### src/rtl/vert_pkg.sv
// Shared types and helpers for the vertex transform block: FSM state
// encoding, fixed-point fraction derivation, index width and the saturating
// screen-coordinate adder.
package vert_pkg;

    localparam int ANGLE_W = 9;

    typedef enum logic [1:0] {
        IDLE,
        FETCH,
        CALC,
        EMIT
    } state_t;

    // sin/cos use two integer bits (sign plus one), the rest is fraction.
    function automatic int frac_bits(input int trig_w);
        return trig_w - 2;
    endfunction

    // Width of a vertex index; a single-vertex batch still needs one bit.
    function automatic int idx_width(input int num_verts);
        return (num_verts > 1) ? $clog2(num_verts) : 1;
    endfunction

    // base + delta clamped to [0, hi].
    function automatic int sat_add(input int base, input int delta, input int hi);
        int s;
        s = base + delta;
        if (s < 0) begin
            s = 0;
        end else if (s > hi) begin
            s = hi;
        end
        return s;
    endfunction

endpackage

### src/rtl/vert_transform_if.sv
// Screen-space vertex stream from vert_transform to triangle setup.
// Optional macro VERT_TRANSFORM_DEPTH_EN adds the signed depth field out_z.
interface vert_transform_if #(
    parameter int SCREEN_W = 10,
    parameter int IDX_W    = 2
`ifdef VERT_TRANSFORM_DEPTH_EN
   ,parameter int COORD_W  = 8
`endif
);

    logic                out_valid;
    logic                out_ready;
    logic [SCREEN_W-1:0] out_x;
    logic [SCREEN_W-1:0] out_y;
    logic [IDX_W-1:0]    out_idx;
    logic                out_last;
`ifdef VERT_TRANSFORM_DEPTH_EN
    logic signed [COORD_W:0] out_z;

    modport master (output out_valid, out_x, out_y, out_idx, out_last, out_z,
                    input  out_ready);
    modport slave  (input  out_valid, out_x, out_y, out_idx, out_last, out_z,
                    output out_ready);
`else
    modport master (output out_valid, out_x, out_y, out_idx, out_last,
                    input  out_ready);
    modport slave  (input  out_valid, out_x, out_y, out_idx, out_last,
                    output out_ready);
`endif

endinterface

### src/rtl/vert_transform_angle_ticker.sv
// Free-running rotation angle: a prescaler of TICK_DIV pixel clocks per step
// and an angle that wraps from ANGLE_MAX back to zero.
module angle_ticker
    import vert_pkg::*;
#(
    parameter int TICK_DIV  = 333334,
    parameter int ANGLE_MAX = 359
) (
    input  logic               clk_pix,
    input  logic               resetn,
    output logic [ANGLE_W-1:0] live_angle
);

    localparam int CNT_W = (TICK_DIV > 1) ? $clog2(TICK_DIV) : 1;

    logic [CNT_W-1:0] tick_cnt;

    // Prescaler and angle step; the angle only moves on prescaler wrap.
    // NOTE: sequential state uses non-blocking assignments so every register
    // samples pre-edge values regardless of statement order.
    always_ff @(posedge clk_pix or negedge resetn) begin
        if (!resetn) begin
            tick_cnt   <= '0;
            live_angle <= '0;
        end else if (tick_cnt == CNT_W'(TICK_DIV - 1)) begin
            tick_cnt   <= '0;
            live_angle <= (live_angle == ANGLE_W'(ANGLE_MAX)) ? '0
                                                               : live_angle + ANGLE_W'(1);
        end else begin
            tick_cnt <= tick_cnt + CNT_W'(1);
        end
    end

endmodule

### src/rtl/vert_transform.sv
// Y-axis vertex rotation and screen mapping. One batch of NUM_VERTS vertices
// is fetched, transformed and streamed per accepted frame_start.
// Optional macro VERT_TRANSFORM_DEPTH_EN adds the rotated depth out_z.
module vert_transform
    import vert_pkg::*;
#(
    parameter int COORD_W   = 8,
    parameter int TRIG_W    = 12,
    parameter int SCREEN_W  = 10,
    parameter int NUM_VERTS = 3,
    parameter int CENTER_X  = 320,
    parameter int CENTER_Y  = 240,
    parameter int TICK_DIV  = 333334,
    parameter int ANGLE_MAX = 359
) (
    input  logic                                clk_pix,
    input  logic                                resetn,
    input  logic                                frame_start,
    output logic [ANGLE_W-1:0]                  angle,
    input  logic signed [TRIG_W-1:0]            sin,
    input  logic signed [TRIG_W-1:0]            cos,
    output logic [idx_width(NUM_VERTS)-1:0]     vert_addr,
    input  logic signed [COORD_W-1:0]           vert_x,
    input  logic signed [COORD_W-1:0]           vert_y,
    input  logic signed [COORD_W-1:0]           vert_z,
    vert_transform_if.master                    stream,
    output logic                                busy,
    output logic                                overrun
);

    localparam int FRAC       = frac_bits(TRIG_W);
    localparam int PROD_W     = COORD_W + TRIG_W;
    localparam int SUM_W      = PROD_W + 1;
    localparam int IDX_W      = idx_width(NUM_VERTS);
    localparam int SCREEN_MAX = (2 ** SCREEN_W) - 1;

    logic [ANGLE_W-1:0] live_angle;
    state_t             state;
    logic [IDX_W-1:0]   idx;

    angle_ticker #(
        .TICK_DIV  (TICK_DIV),
        .ANGLE_MAX (ANGLE_MAX)
    ) u_ticker (
        .clk_pix    (clk_pix),
        .resetn     (resetn),
        .live_angle (live_angle)
    );

    // Rotated X: operands are sign-extended to the full product width so the
    // multiply is exact, then summed one bit wider to absorb the carry.
    logic signed [PROD_W-1:0] x_cos;
    logic signed [PROD_W-1:0] z_sin;
    logic signed [SUM_W-1:0]  x_sum;

    assign x_cos = PROD_W'(vert_x) * PROD_W'(cos);
    assign z_sin = PROD_W'(vert_z) * PROD_W'(sin);
    assign x_sum = {x_cos[PROD_W-1], x_cos} + {z_sin[PROD_W-1], z_sin};

`ifdef VERT_TRANSFORM_DEPTH_EN
    // Rotated Z for depth: z*cos - x*sin.
    logic signed [PROD_W-1:0] z_cos;
    logic signed [PROD_W-1:0] x_sin;
    logic signed [SUM_W-1:0]  z_sum;

    assign z_cos = PROD_W'(vert_z) * PROD_W'(cos);
    assign x_sin = PROD_W'(vert_x) * PROD_W'(sin);
    assign z_sum = {z_cos[PROD_W-1], z_cos} - {x_sin[PROD_W-1], x_sin};
`endif

    // Batch sequencer with registered outputs; ROM data arrives in CALC,
    // one cycle after FETCH drives the address.
    always_ff @(posedge clk_pix or negedge resetn) begin
        if (!resetn) begin
            state            <= IDLE;
            idx              <= '0;
            angle            <= '0;
            vert_addr        <= '0;
            busy             <= 1'b0;
            overrun          <= 1'b0;
            stream.out_valid <= 1'b0;
            stream.out_x     <= '0;
            stream.out_y     <= '0;
            stream.out_idx   <= '0;
            stream.out_last  <= 1'b0;
`ifdef VERT_TRANSFORM_DEPTH_EN
            stream.out_z     <= '0;
`endif
        end else begin
            // NOTE: overrun is defaulted low every cycle so it can only ever
            // be a one-cycle pulse; any later assignment in this block wins.
            overrun <= 1'b0;
            if (frame_start && (state != IDLE)) begin
                overrun <= 1'b1;
            end

            case (state)
                IDLE: begin
                    if (frame_start) begin
                        angle     <= live_angle;
                        idx       <= '0;
                        vert_addr <= '0;
                        busy      <= 1'b1;
                        state     <= FETCH;
                    end
                end

                FETCH: begin
                    state <= CALC;
                end

                CALC: begin
                    stream.out_x     <= SCREEN_W'(sat_add(CENTER_X, int'(x_sum >>> FRAC),
                                                          SCREEN_MAX));
                    stream.out_y     <= SCREEN_W'(sat_add(CENTER_Y, -int'(vert_y),
                                                          SCREEN_MAX));
`ifdef VERT_TRANSFORM_DEPTH_EN
                    stream.out_z     <= (COORD_W + 1)'(int'(z_sum >>> FRAC));
`endif
                    stream.out_idx   <= idx;
                    stream.out_last  <= (idx == IDX_W'(NUM_VERTS - 1));
                    stream.out_valid <= 1'b1;
                    state            <= EMIT;
                end

                EMIT: begin
                    if (stream.out_ready) begin
                        stream.out_valid <= 1'b0;
                        if (stream.out_last) begin
                            busy  <= 1'b0;
                            state <= IDLE;
                        end else begin
                            idx       <= idx + IDX_W'(1);
                            vert_addr <= idx + IDX_W'(1);
                            state     <= FETCH;
                        end
                    end
                end

                default: begin
                    state <= IDLE;
                end
            endcase
        end
    end

endmodule

### src/flat_wrapper.sv
// flat-port wrapper written by rule: the top's interface ports become plain ports
module vert_transform_flat import vert_pkg::*;
#(
    parameter int COORD_W   = 8,
    parameter int TRIG_W    = 12,
    parameter int SCREEN_W  = 10,
    parameter int NUM_VERTS = 3,
    parameter int CENTER_X  = 320,
    parameter int CENTER_Y  = 240,
    parameter int TICK_DIV  = 333334,
    parameter int ANGLE_MAX = 359
)
  (clk_pix, resetn, frame_start, angle, sin, cos, vert_addr, vert_x, vert_y, vert_z, busy, overrun, stream_out_valid, stream_out_x, stream_out_y, stream_out_idx, stream_out_last, stream_out_ready);
  vert_transform_if #(.SCREEN_W(SCREEN_W), .IDX_W((2))) stream_i ();
  input  logic clk_pix;
  input  logic resetn;
  input  logic frame_start;
  output logic [ANGLE_W-1:0] angle;
  input  logic signed [TRIG_W-1:0] sin;
  input  logic signed [TRIG_W-1:0] cos;
  output logic [idx_width(NUM_VERTS)-1:0] vert_addr;
  input  logic signed [COORD_W-1:0] vert_x;
  input  logic signed [COORD_W-1:0] vert_y;
  input  logic signed [COORD_W-1:0] vert_z;
  output logic busy;
  output logic overrun;
  output wire logic [$bits(stream_i.out_valid)-1:0] stream_out_valid;
  output wire logic [$bits(stream_i.out_x)-1:0] stream_out_x;
  output wire logic [$bits(stream_i.out_y)-1:0] stream_out_y;
  output wire logic [$bits(stream_i.out_idx)-1:0] stream_out_idx;
  output wire logic [$bits(stream_i.out_last)-1:0] stream_out_last;
  input wire logic [$bits(stream_i.out_ready)-1:0] stream_out_ready;
  assign stream_out_valid = stream_i.out_valid;
  assign stream_out_x = stream_i.out_x;
  assign stream_out_y = stream_i.out_y;
  assign stream_out_idx = stream_i.out_idx;
  assign stream_out_last = stream_i.out_last;
  assign stream_i.out_ready = stream_out_ready;
  vert_transform #(.COORD_W(COORD_W), .TRIG_W(TRIG_W), .SCREEN_W(SCREEN_W), .NUM_VERTS(NUM_VERTS), .CENTER_X(CENTER_X), .CENTER_Y(CENTER_Y), .TICK_DIV(TICK_DIV), .ANGLE_MAX(ANGLE_MAX)) u_core (.clk_pix(clk_pix), .resetn(resetn), .frame_start(frame_start), .angle(angle), .sin(sin), .cos(cos), .vert_addr(vert_addr), .vert_x(vert_x), .vert_y(vert_y), .vert_z(vert_z), .stream(stream_i), .busy(busy), .overrun(overrun));
endmodule
### config.mk
export PLATFORM = sky130hd
export DESIGN_NAME = vert_transform_flat
export DESIGN_NICKNAME = d
export VERILOG_FILES = /design/src/rtl/vert_pkg.sv /design/src/rtl/vert_transform_if.sv /design/src/rtl/vert_transform_angle_ticker.sv /design/src/rtl/vert_transform.sv /design/src/flat_wrapper.sv
export SDC_FILE = /design/constraint.sdc
export NUM_CORES = 1
export LEC_CHECK = 0
export BUFFER_PORTS_ARGS = -buffer_cell sky130_fd_sc_hd__clkbuf_2
export CORE_UTILIZATION = 45
export DETAILED_ROUTE_END_ITERATION = 8
export PLACE_DENSITY = 0.69
export SETUP_SLACK_MARGIN = 0.4
export SYNTH_ARGS = -nofsm -noshare
export SYNTH_HDL_FRONTEND = slang
export SYNTH_HIERARCHICAL = 1
export SYNTH_SLANG_ARGS = --single-unit
### constraint.sdc
create_clock -name clk_pix -period 2.35 [get_ports clk_pix]
set_input_delay 0.1175 -clock clk_pix [delete_from_list [all_inputs] [get_ports clk_pix]]
set_output_delay 0.1175 -clock clk_pix [all_outputs]
set_load 0.01 [all_outputs]
* After elaboration in Yosys (flattened, before gate mapping)
Cells that the tools add are included.
Widths: inputs -> output; s select.
** Storage, ports and cells
- Bits in registers :: 67
- Input port bits :: 52
- Word-level logic and storage cells :: 66
** Cells by class
- Add/sub/neg operators :: 7
- Multiply operators :: 2
- Magnitude comparators :: 4
- Equality and inequality tests :: 10
- Muxes and demuxes :: 21
- Reduce and logical (&&, ||, !) cells :: 10
** Operators by type and width (number)
- $mul 8x12->20 :: 2
- $mux 10 :: 4
- $add 9x32->32 const A :: 1
- $gt 32x11->1 const B :: 1
- $lt 32x1->1 const B :: 1
- $neg 8->32 :: 1
- $add 20x20->21 :: 1
- $add 19x1->19 const B :: 1
- $eq 19x19->1 const B :: 1
- $mux 19 :: 1
- $add 10x11->12 const A :: 1
- $gt 12x11->1 const B :: 1
- $lt 12x1->1 const B :: 1
- $mux 2 :: 5
- $add 9x1->9 const B :: 1
- $eq 9x9->1 const B :: 1
- $mux 9 :: 1
- $pmux 2 s4 :: 1
- $reduce_and 4->1 :: 2
- $eq 2x2->1 const B :: 3
- $mux 1 :: 6
- $ne 2x2->1 const B :: 3
- $reduce_and 2->1 :: 3
- $reduce_bool 2->1 :: 3
- 7 further kinds :: 8

* Logic depth before layout (Yosys ltp)
- Word-level depth :: 6
- Mapped depth :: 26
- Depth with buffers taken out :: 25

* Cells and area by module
The synthesis kept the hierarchy.
** By module, submodules not included
- vert_transform :: instances 1, cells an instance 964, area each 9212.6 sq um, sequential area each 975.9 sq um
- angle_ticker :: instances 1, cells an instance 134, area each 1410.1 sq um, sequential area each 700.7 sq um

* Least setup slack after synthesis
No wires, ideal clock.
- Path type :: input to register
- Start point :: input port vert_z[1]
- End point :: register u_core.stream.out_x[9]
- Setup time :: 0.081 ns
- Arrival :: 6.158 ns
- Slack :: -3.889 ns
- Cell stages on the path :: 21
- Buffers on the path :: 1
- Cells stage by stage :: clkbuf_1 and2_1 fa_1 fa_1 fa_1 fa_1 fa_1 inv_1 fa_1 inv_1 ha_1 a21o_1 a21o_1 a21oi_2 nand2_1 xor2_1 ha_1 nor4_4 mux2i_4 a22oi_2 o22ai_2
** On the way
- Longest elaborated chain between the ends :: 6
- Elaborated cells on any way between the ends :: 7
- Classes of those cells :: add/sub: 2; mul: 1; order compare: 2; mux: 2
** Ends and longest elaborated chain
- start, declared :: RTL line flat_wrapper.sv:24 : input logic signed [COORD_W-1:0] vert_z;
- $mul 8x12->20 * :: RTL line vert_transform.sv:57 : assign z_sin = PROD_W'(vert_z) * PROD_W'(sin);
- $add 20x20->21 * :: RTL line vert_transform.sv:58 : assign x_sum = {x_cos[PROD_W-1], x_cos} + {z_sin[PROD_W-1], z_sin};
- $add 10x11->12 * :: RTL line vert_pkg.sv:28 : s = base + delta;
- $gt 12x11->1 :: RTL line vert_pkg.sv:31 : end else if (s > hi) begin
- $mux 10 :: RTL line vert_pkg.sv:31
- $mux 10 * :: RTL line vert_pkg.sv:29 : if (s < 0) begin
- end signal, assigned :: RTL line vert_transform.sv:113 : stream.out_x <= SCREEN_W'(sat_add(CENTER_X, int'(x_sum >>> FRAC),
- end, declared :: RTL line vert_transform_if.sv:25 : modport master (output out_valid, out_x, out_y, out_idx, out_last,
Mark *: on every way between the ends. The rest lies on a longest branch, timed or not.
A chain may end at the register's enable or synchronous reset.

* Worst setup path after layout
- Start point :: input port cos[6]
- End point :: register u_core.stream.out_x[9]
** On the way
- Longest elaborated chain between the ends :: 6
- Elaborated cells on any way between the ends :: 7
- Classes of those cells :: add/sub: 2; mul: 1; order compare: 2; mux: 2
** Ends and longest elaborated chain
- start, declared :: RTL line flat_wrapper.sv:20 : input logic signed [TRIG_W-1:0] cos;
- $mul 8x12->20 * :: RTL line vert_transform.sv:56 : assign x_cos = PROD_W'(vert_x) * PROD_W'(cos);
- $add 20x20->21 * :: RTL line vert_transform.sv:58
- $add 10x11->12 * :: RTL line vert_pkg.sv:28
- $gt 12x11->1 :: RTL line vert_pkg.sv:31
- $mux 10 :: RTL line vert_pkg.sv:31
- $mux 10 * :: RTL line vert_pkg.sv:29
Marked as above.

==> impl_metrics.ini <==
[die]
fp.coreArea_sq_um = 22900
die_w_um = 156
ios = 89
num_rows = 55
die_area_sq_um = 24200
initial_core_util = 0.464
fp.dieH_um = 156

[yosys]
syn_area_per_cell_sq_um = 9.67
synth_common_cells = 258 x inv_1, 198 x fa_1, 109 x nand2_1, 94 x and2_1, 72 x ha_1
ys_top_cells_by_area = fa_1 37%, dfrtp_1 16%, inv_1 9.1%
syn_area_sq_um = 10600
synthCells = 1098
synth-seq-cells = 67
synth_flop_cell = dfrtp_1
yosysWarnings = 6
ys_async_sr_fraction = 1.00
yosysTopAreaCell = fa_1
synth-seq-area-share = 0.158
synth_cell_types = 68
synth_nets = 1420
yosys.area.top_type_share = 0.373
synth.most_common_cell = inv_1
synth-edff-count = 0

[drt]
drc = 0
first_iter_violations = 441
drtAntennaViolNets = 0
wl_per_cell_um = 14.0
first_pass_iters = 5
vias = 7867
routed_via_density = 4.88
routed_wl_mm = 22.5

[cells_and_area]
drive_gt1_frac = 0.271
utilization = 0.573
nets = 1617
area.growth.synth_to_final_pct = 23.6
n_antenna_cell = 0
fin_area_sq_um = 13100

[clocking]
cts.sinks = 67
cts_tree = yes
htree_levels = 3
cts_buffers = 9
cts.clk_slew.worst_paths_ps = 50
clk_latency_ps = 320
cts.path.max_buffers = 2
root_buffer = clkbuf_16

[placed_design]
placed_cell_area_sq_um = 12400
dp_hpwl_mm = 18.9
routabilityCongestion = 0.823
port_buffers = 88

[timing]
slew_viol_final = 0
fin_skew_ps = 4.90
fmax_ghz = 0.179
tightest_slew_ps = 624
rsz0062_at_grt = true
final_hold_viol_count = 0
slew_headroom = 0.580
fin_crit_sh = 2.38
fin_ws_ps = -3240
setup_viol = 10
holdWs_ps = 45.9
fin_crit_ps = 5590
fin_setup_tns_ps = -32310

[worst_setup_path]
rr_startpoint = u_core/u_ticker/live_angle[3]
critPathKind = in -> reg
crit_start = cos[6]
crit_required_ps = 2590
cpPeakStageDelay_ps = 550
cp.arrival_ps = 5840
path_max_fanout = 4
start_kind = primary input
path_delay_family = adder cells
cp_slowest_cell = fa_2
end_kind = register
worst-path-buf-inv = 8

[run_status]
violations = setup timing
run_status = finished with violations

[global_routing]
gr-total-overflow = 0
grt_util_met1 = 0.259
top_usage_layer = met2
grt_util_all_layers = 0.203
antenna_found_initial = 0
grtUsageMet2 = 0.381
grt_max_degree = 68
grt_first_pass_wirelength_mm = 39.5
first_global_vias = 8490
use_met3 = 0.0200

[job]
drv_cap = 0

[min_path]
hold_path_class = in -> reg
hp-start = frame_start
==> what timing repair did <==
item / 4_1_cts / 5_1_grt
hold buffers: 1 / 0
setup buffers: 7 / 6
hold endpoints to repair: 67 / 0
cloned: 0 / 2
pin swaps: 8 / 20
resized for setup: 31 / 66
setup endpoints to repair: 10 / 16
==> tightest hold or removal path, delay by kind of cell <==
kind | cells | cell delay [ps]
and+or+nand+nor | 1 | 40
buffers and inverters | 2 | 170
==> cell families after synthesis <==
group,synth area share
compound gates,0.0610
fa+ha+maj,0.458
xor+xnor,0.0419
flops,0.158
simple gates,0.160
buf+inv,0.105
mux,0.0158
==> through the flow <==
| step | worst slack, ps | cells |
|---|---|---|
| final | -3240 | 1613 |
| after global routing | -3460 | 1613 |
| after CTS | -3250 | 1605 |
| after detailed placement | -3740 | 1581 |
| after global placement | -3600 | 1581 |
| after floorplan | -3270 | 1098 |
==> worst paths after layout <==
path                            slack, ps                       endpoint  cells past startpoint
worst max-delay path                -3240         u_core/stream.out_x[9]                     26
worst max register to register        520  u_core/u_ticker/live_angle[5]                      5
max in group asynchronous            1710    u_core/u_ticker/tick_cnt[8]                      3
worst min register to register        490    u_core/u_ticker/tick_cnt[0]                      1
worst min-delay path                   50                 u_core/overrun                      3
min in group asynchronous             340         u_core/stream.out_y[3]                      3
==> cell usage in the layout, fill, tap and decap left out, drive strengths merged, types with 10 or more instances in the layout <==
cell,instances
xnor2,30
mux2,12
nor2,51
buf,145
xor2,17
nand2,109
inv,258
dfrtp,67
ha,72
and2,94
clkbuf,78
nand3,15
o22ai,10
a21oi,29
fa,198
o21ai,19
nand4,12
==> final cells by class <==
cell class,instances,area (sq um)
Fill cell,1984,9790
Multi-Input combinational cell,742,8150
Sequential cell,67,1680
Timing Repair Buffer,213,1590
Inverter,261,986
Tap cell,313,392
Clock buffer,11,253
Clock inverter,5,75.1
Timing Repair inverter,1,5.00
==> state kept, by name (all words and copies together), names as in the netlist <==
signal,count
u_core/busy,1
u_core/overrun,1
u_core/stream.out_idx,2
u_core/stream.out_valid,1
u_core/u_ticker/live_angle,9
u_core/state,2
u_core/stream.out_last,1
u_core/idx,2
u_core/stream.out_y,10
u_core/u_ticker/tick_cnt,19
u_core/angle,9
u_core/stream.out_x,10
==> routing by layer <==
metal / part of all wire / vias to the layer above
met3: 0.028 / 21
met4: 0.010 / 0
met5: 0 / -
met1: 0.42 / 4024
li1: - / 3695
met2: 0.54 / 127
Power is left out: the tool's default activity adds up to more than one toggle a clock period on the data nets, which glitch-free logic cannot reach.
